`config.mk`:
```
export PLATFORM = sky130hd
export DESIGN_NAME = led_pwm_dimmer
export DESIGN_NICKNAME = d
export VERILOG_FILES = /design/src/rtl/led_pwm_dimmer.sv
export SDC_FILE = /design/constraint.sdc
export NUM_CORES = 1
export LEC_CHECK = 0
export ABC_CLOCK_PERIOD_IN_PS = 2540
export BUFFER_PORTS_ARGS = -buffer_cell sky130_fd_sc_hd__buf_2
export CAP_MARGIN = 20
export CORE_ASPECT_RATIO = 0.7
export CORE_MARGIN = 5
export CORE_UTILIZATION = 46
export CTS_BUF_LIST = sky130_fd_sc_hd__clkbuf_16
export CTS_CLUSTER_DIAMETER = 50
export DETAILED_ROUTE_END_ITERATION = 10
export PLACE_DENSITY_LB_ADDON = 0.05
export SLEW_MARGIN = 5
export SYNTH_ARGS = -nofsm -noshare
export SYNTH_HDL_FRONTEND = slang
export SYNTH_SLANG_ARGS = --single-unit
```
`constraint.sdc`:
```
create_clock -name clk -period 2.54 [get_ports clk]
set_clock_uncertainty 0.05 [all_clocks]
set_input_delay 0.254 -clock clk [delete_from_list [all_inputs] [get_ports clk]]
set_output_delay 0.254 -clock clk [all_outputs]
set_load 0.1 [all_outputs]
```
`src/rtl/led_pwm_dimmer.sv`:
```
// led_pwm_dimmer: multi-channel PWM brightness gate with immediate or
// timed-fade level updates. Each channel passes its input pattern while its
// PWM phase is on and substitutes its blank pattern while off.
module led_pwm_dimmer #(
    parameter int CHANNELS     = 5,
    parameter int DATA_W       = 8,
    parameter int PWM_BITS     = 4,
    parameter int SEL_W        = 3,
    parameter int FADE_PERIODS = 4,
    parameter logic [CHANNELS*DATA_W-1:0] BLANK = {CHANNELS*DATA_W{1'b1}}
) (
    input  logic                         clk,
    input  logic                         rst,
    input  logic                         cs,
    input  logic                         level_we,
    input  logic [SEL_W-1:0]             level_sel,
    input  logic [PWM_BITS-1:0]          level_in,
    input  logic                         mode,
    input  logic [CHANNELS*DATA_W-1:0]   data_in,
    output logic [CHANNELS*DATA_W-1:0]   data_out,
    output logic                         period_start,
    output logic                         fade_busy
);

    localparam logic [PWM_BITS-1:0] PWM_MAX = '1;
    localparam int FADE_W = (FADE_PERIODS > 1) ? $clog2(FADE_PERIODS) : 1;
    localparam logic [FADE_W-1:0] FADE_LAST = FADE_W'(FADE_PERIODS - 1);

    logic [PWM_BITS-1:0] pwm_cnt;
    logic [FADE_W-1:0]   fade_cnt;
    logic [PWM_BITS-1:0] level  [CHANNELS];
    logic [PWM_BITS-1:0] target [CHANNELS];

    logic [CHANNELS-1:0] on;
    logic [CHANNELS-1:0] busy_ch;
    logic [CHANNELS-1:0] wr_hit;
    logic                period_end;
    logic                tick;
    logic                wr_en;

    assign period_end   = (pwm_cnt == PWM_MAX);
    assign tick         = period_end && (fade_cnt == FADE_LAST);
    assign wr_en        = cs && level_we;
    assign period_start = (pwm_cnt == '0);
    assign fade_busy    = |busy_ch;

    // Per-channel decode: PWM on-phase, fade pending, and write select.
    // A select at or beyond CHANNELS matches no channel, so it is dropped.
    always_comb begin
        on      = '0;
        busy_ch = '0;
        wr_hit  = '0;
        for (int ch = 0; ch < CHANNELS; ch++) begin
            on[ch]      = (level[ch] == PWM_MAX) || (pwm_cnt < level[ch]);
            busy_ch[ch] = (level[ch] != target[ch]);
            wr_hit[ch]  = wr_en && (level_sel == SEL_W'(ch));
        end
    end

    // PWM phase counter and the period divider that paces fade steps.
    always_ff @(posedge clk) begin
        if (rst) begin
            pwm_cnt  <= '0;
            fade_cnt <= '0;
        end else begin
            pwm_cnt <= pwm_cnt + 1'b1;
            if (period_end) begin
                fade_cnt <= tick ? '0 : fade_cnt + 1'b1;
            end
        end
    end

    // Level/target update; a write wins over a fade step on the same channel.
    // Steps only happen when level != target, so +/-1 never wraps.
    always_ff @(posedge clk) begin
        if (rst) begin
            for (int ch = 0; ch < CHANNELS; ch++) begin
                level[ch]  <= '0;
                target[ch] <= '0;
            end
        end else begin
            for (int ch = 0; ch < CHANNELS; ch++) begin
                if (wr_hit[ch]) begin
                    target[ch] <= level_in;
                    if (!mode) begin
                        level[ch] <= level_in;
                    end
                end else if (tick && busy_ch[ch]) begin
                    if (level[ch] < target[ch]) begin
                        level[ch] <= level[ch] + 1'b1;
                    end else begin
                        level[ch] <= level[ch] - 1'b1;
                    end
                end
            end
        end
    end

    // Registered output gate: pattern during the on-phase, blank otherwise.
    always_ff @(posedge clk) begin
        if (rst) begin
            data_out <= BLANK;
        end else begin
            for (int ch = 0; ch < CHANNELS; ch++) begin
                data_out[ch*DATA_W +: DATA_W] <= on[ch] ? data_in[ch*DATA_W +: DATA_W]
                                                        : BLANK[ch*DATA_W +: DATA_W];
            end
        end
    end

endmodule

```
==> out/metrics.csv <==
metric;value;unit
n_antenna_cell;0;
yosysUniqueCellTypes;55;
fin_area;6001;µm²
status;finished with violations;
crit_path_end_kind;flop;
synth.most_common_cell;inv_1;
synth_area_leader_cell;edfxtp_1;
cts_max_level;3;
synth-async-reset-ratio;0;%
clkLatencyLatePin;0.34;ns
avgSynthCellArea;9.741;µm²
synth_edf_count;40;
slowest_stage;edfxtp_1;
fin_setup_tns;-0.02712;ns
io_buffers;93;
drtIter0Drc;218;
met1Wirelength;5683;µm
place_hpwl;9311;µm
dieWidth;131.8;µm
power_frac_seq;41.7;%
worst_pin_slew;0.6816;ns
cp_slowest_stage_delay;0.39;ns
grt_pass1_wl;19530;µm
cts_root_buffer;clkbuf_16;
dp.cells;722;
finalSetupViolCount;1;
muxShareOfSynthArea;0.4456;%
ys_seq_area_share;44.46;%
final_cells;749;
yosys_warnings;0;
critPathKind;flop to flop;
grt_usage;19.42;%
path_cells;inv_2, ha_4, nor2b_4, o21a_1, o21ai_2, and2_4, nor2_4, ha_4, a21o_1, a21oi_2, xnor2_1, and3_1, o32ai_2;
period_minus_slack;2.567;ns
synth_simple_gate_area_share;13.47;%
worstPathArrival;2.60;ns
die_h;95.23;µm
fin_ws;-0.02712;ns
required;2.57;ns
die_area;12550;µm²
synth_cells;490;
wl_per_cell;16.60;µm
dr_wl_met3;850;µm
wirelength;12430;µm
cts_hold_buf;0;
syn2layout_area_growth;25.71;%
maxSlewViolCount;0;
timing.max_cap.violations;0;
final_nets;713;
top_layer;met4;
hold_viol_final;0;
cts_made_buffers;9;
num_rows;31;
p_int;2516;µW
vdd_drop_max;349.9;µV
ant_nets;0;
yosysTopAreaCellShare;25.16;%
p_clk_share;34.0;%
pin_count;94;
synth_compound_area_share;20.16;%
antenna_found_initial;0;
synthXorXnorAreaFrac;0.7339;%
num_vias;4106;
drive_gt1_share;27.55;%
synth-seq-cells;86;
cts_tree;yes;
fmax;0.3895;GHz
syn_area;4773;µm²
core-area;10240;µm²
slew_headroom;53.96;%
switching_power;1262;µW
cts_max_path_buffers;2;
first_pass_iters;5;
synth_common_cells;79 x inv_1, 48 x ha_1, 48 x o211ai_1;
grt_max_degree;46;
min_path_type;input port to flop;
synth_top_family_by_area;compound AO/OA/AOI/OAI gates;
synthAdderAreaFrac;13.00;%
overflow;0;
cp_top_family;compound AO/OA/AOI/OAI gates;
dpl_cell_area;5522;µm²
leakagePower;0.002775;µW
syn_nets;591;
clk_pin_slew;0.06;ns
path_buf_inv;1;
swShare;33.41;%
vias_per_cell;5.482;
timing.final.crit_share;101.1;%
crit_fanout;2;
synthFlopType;dfxtp_1;
rsz0062_at_grt;true;
wl_met2;5647;µm
violations;negative setup slack;
clock_sinks;86;
gp_congestion;0.8315;
pwr-share-comb;24.3;%
final_util;58.60;%
power_density;629.6;nW/µm²
grt_pass1_vias;3964;
cpMostUsedCell;ha_4;
initial_core_util;46.62;%
worstSetupStartpointType;flop;
drc;0;
synthTopCellsByArea;edfxtp_1 25%, dfxtp_1 19%, ha_1 13%, o211ai_1 7.5%, inv_1 6.2%;
timing repair:
item / 4_1_cts / 5_1_grt
setup endpoints to repair: 2 / 5
gates resized for setup: 3 / 15
pin swaps: 3 / 12
setup buffers: 2 / 9
layout make-up:
| class | count | area, µm² |
|---|---|---|
| fillers | 911 | 4239 |
| multi-input cells | 308 | 2391 |
| flip-flops and latches | 86 | 2125 |
| repair buffers | 127 | 726.9 |
| inverters | 80 | 300.3 |
| clock buffers | 10 | 250.2 |
| well taps | 132 | 165.2 |
| clock inverters | 6 | 42.54 |
metal layers:
| layer | vias to the layer above | track usage [%] |
|---|---|---|
| met1 | 1910 | 25.58 |
| met2 | 140 | 30.87 |
| met3 | 21 | 5.696 |
| met4 | 0 | 6.678 |
| li1 | 2035 | - |
| met5 | - | 0 |
cells in the final DEF (no fill, tap or decap), drive strengths merged, types with 18 or more instances in the layout:
cell,synthesis,final
buf,8,127
inv,80,84
o211ai,48,48
ha,48,48
dfxtp,46,46
edfxtp,40,40
nand2,24,24
a21oi,20,20
nor2,18,18
per-stage QoR:
stage          total power [µW]  setup slack [ns]  hold slack, ns
2_1_floorplan              2269        -0.0004379          0.3160
3_3_place_gp               2474          -0.02367          0.4009
3_5_place_dp               2488           -0.1062          0.4089
4_1_cts                    3786           -0.1079         0.05029
5_1_grt                    3947           -0.1570         0.05495
6_report                   3778          -0.02712         0.06151
worst min-delay path: stages:
cell	delay, ns
buf_2	0.07
inv_1	0.03
o211ai_1	0.06
flip-flops by register name, indices dropped and copies added, names as in the netlist:
register  count
data_out     40
level        20
fade_cnt      2
pwm_cnt       4
target       20
kinds of logic (layout without fill, tap and decap cells):
kind of cell | count (synthesis) | after routing
XOR/XNOR | 4 | 4
multiplexers | 2 | 2
AND/OR/NAND/NOR | 121 | 121
adder cells (fa/ha/maj) | 49 | 49
flip-flops | 86 | 86
buffers and inverters | 96 | 223
AO/OA/AOI/OAI | 132 | 132
power groups by stage:
stage / Combinational (µW) / Sequential (µW) / Clock, µW
finish: 918 / 1580 / 1280
global route: 983 / 1590 / 1380
CTS: 890 / 1580 / 1320
detailed placement: 882 / 1610 / 0
global placement: 870 / 1600 / 0
floorplan: 300 / 1970 / 0
worst paths after layout:
kind,depth (start not counted),slack [ns],start,to
min reg2reg,2,0.49,fade_cnt[1],fade_cnt[1]
min,3,0.06,data_in[26],data_out[26]
max reg2reg,13,-0.03,target[0][17],level[4][3]
max,13,-0.03,target[0][17],level[4][3]
Power figures use the tool's default switching activity.
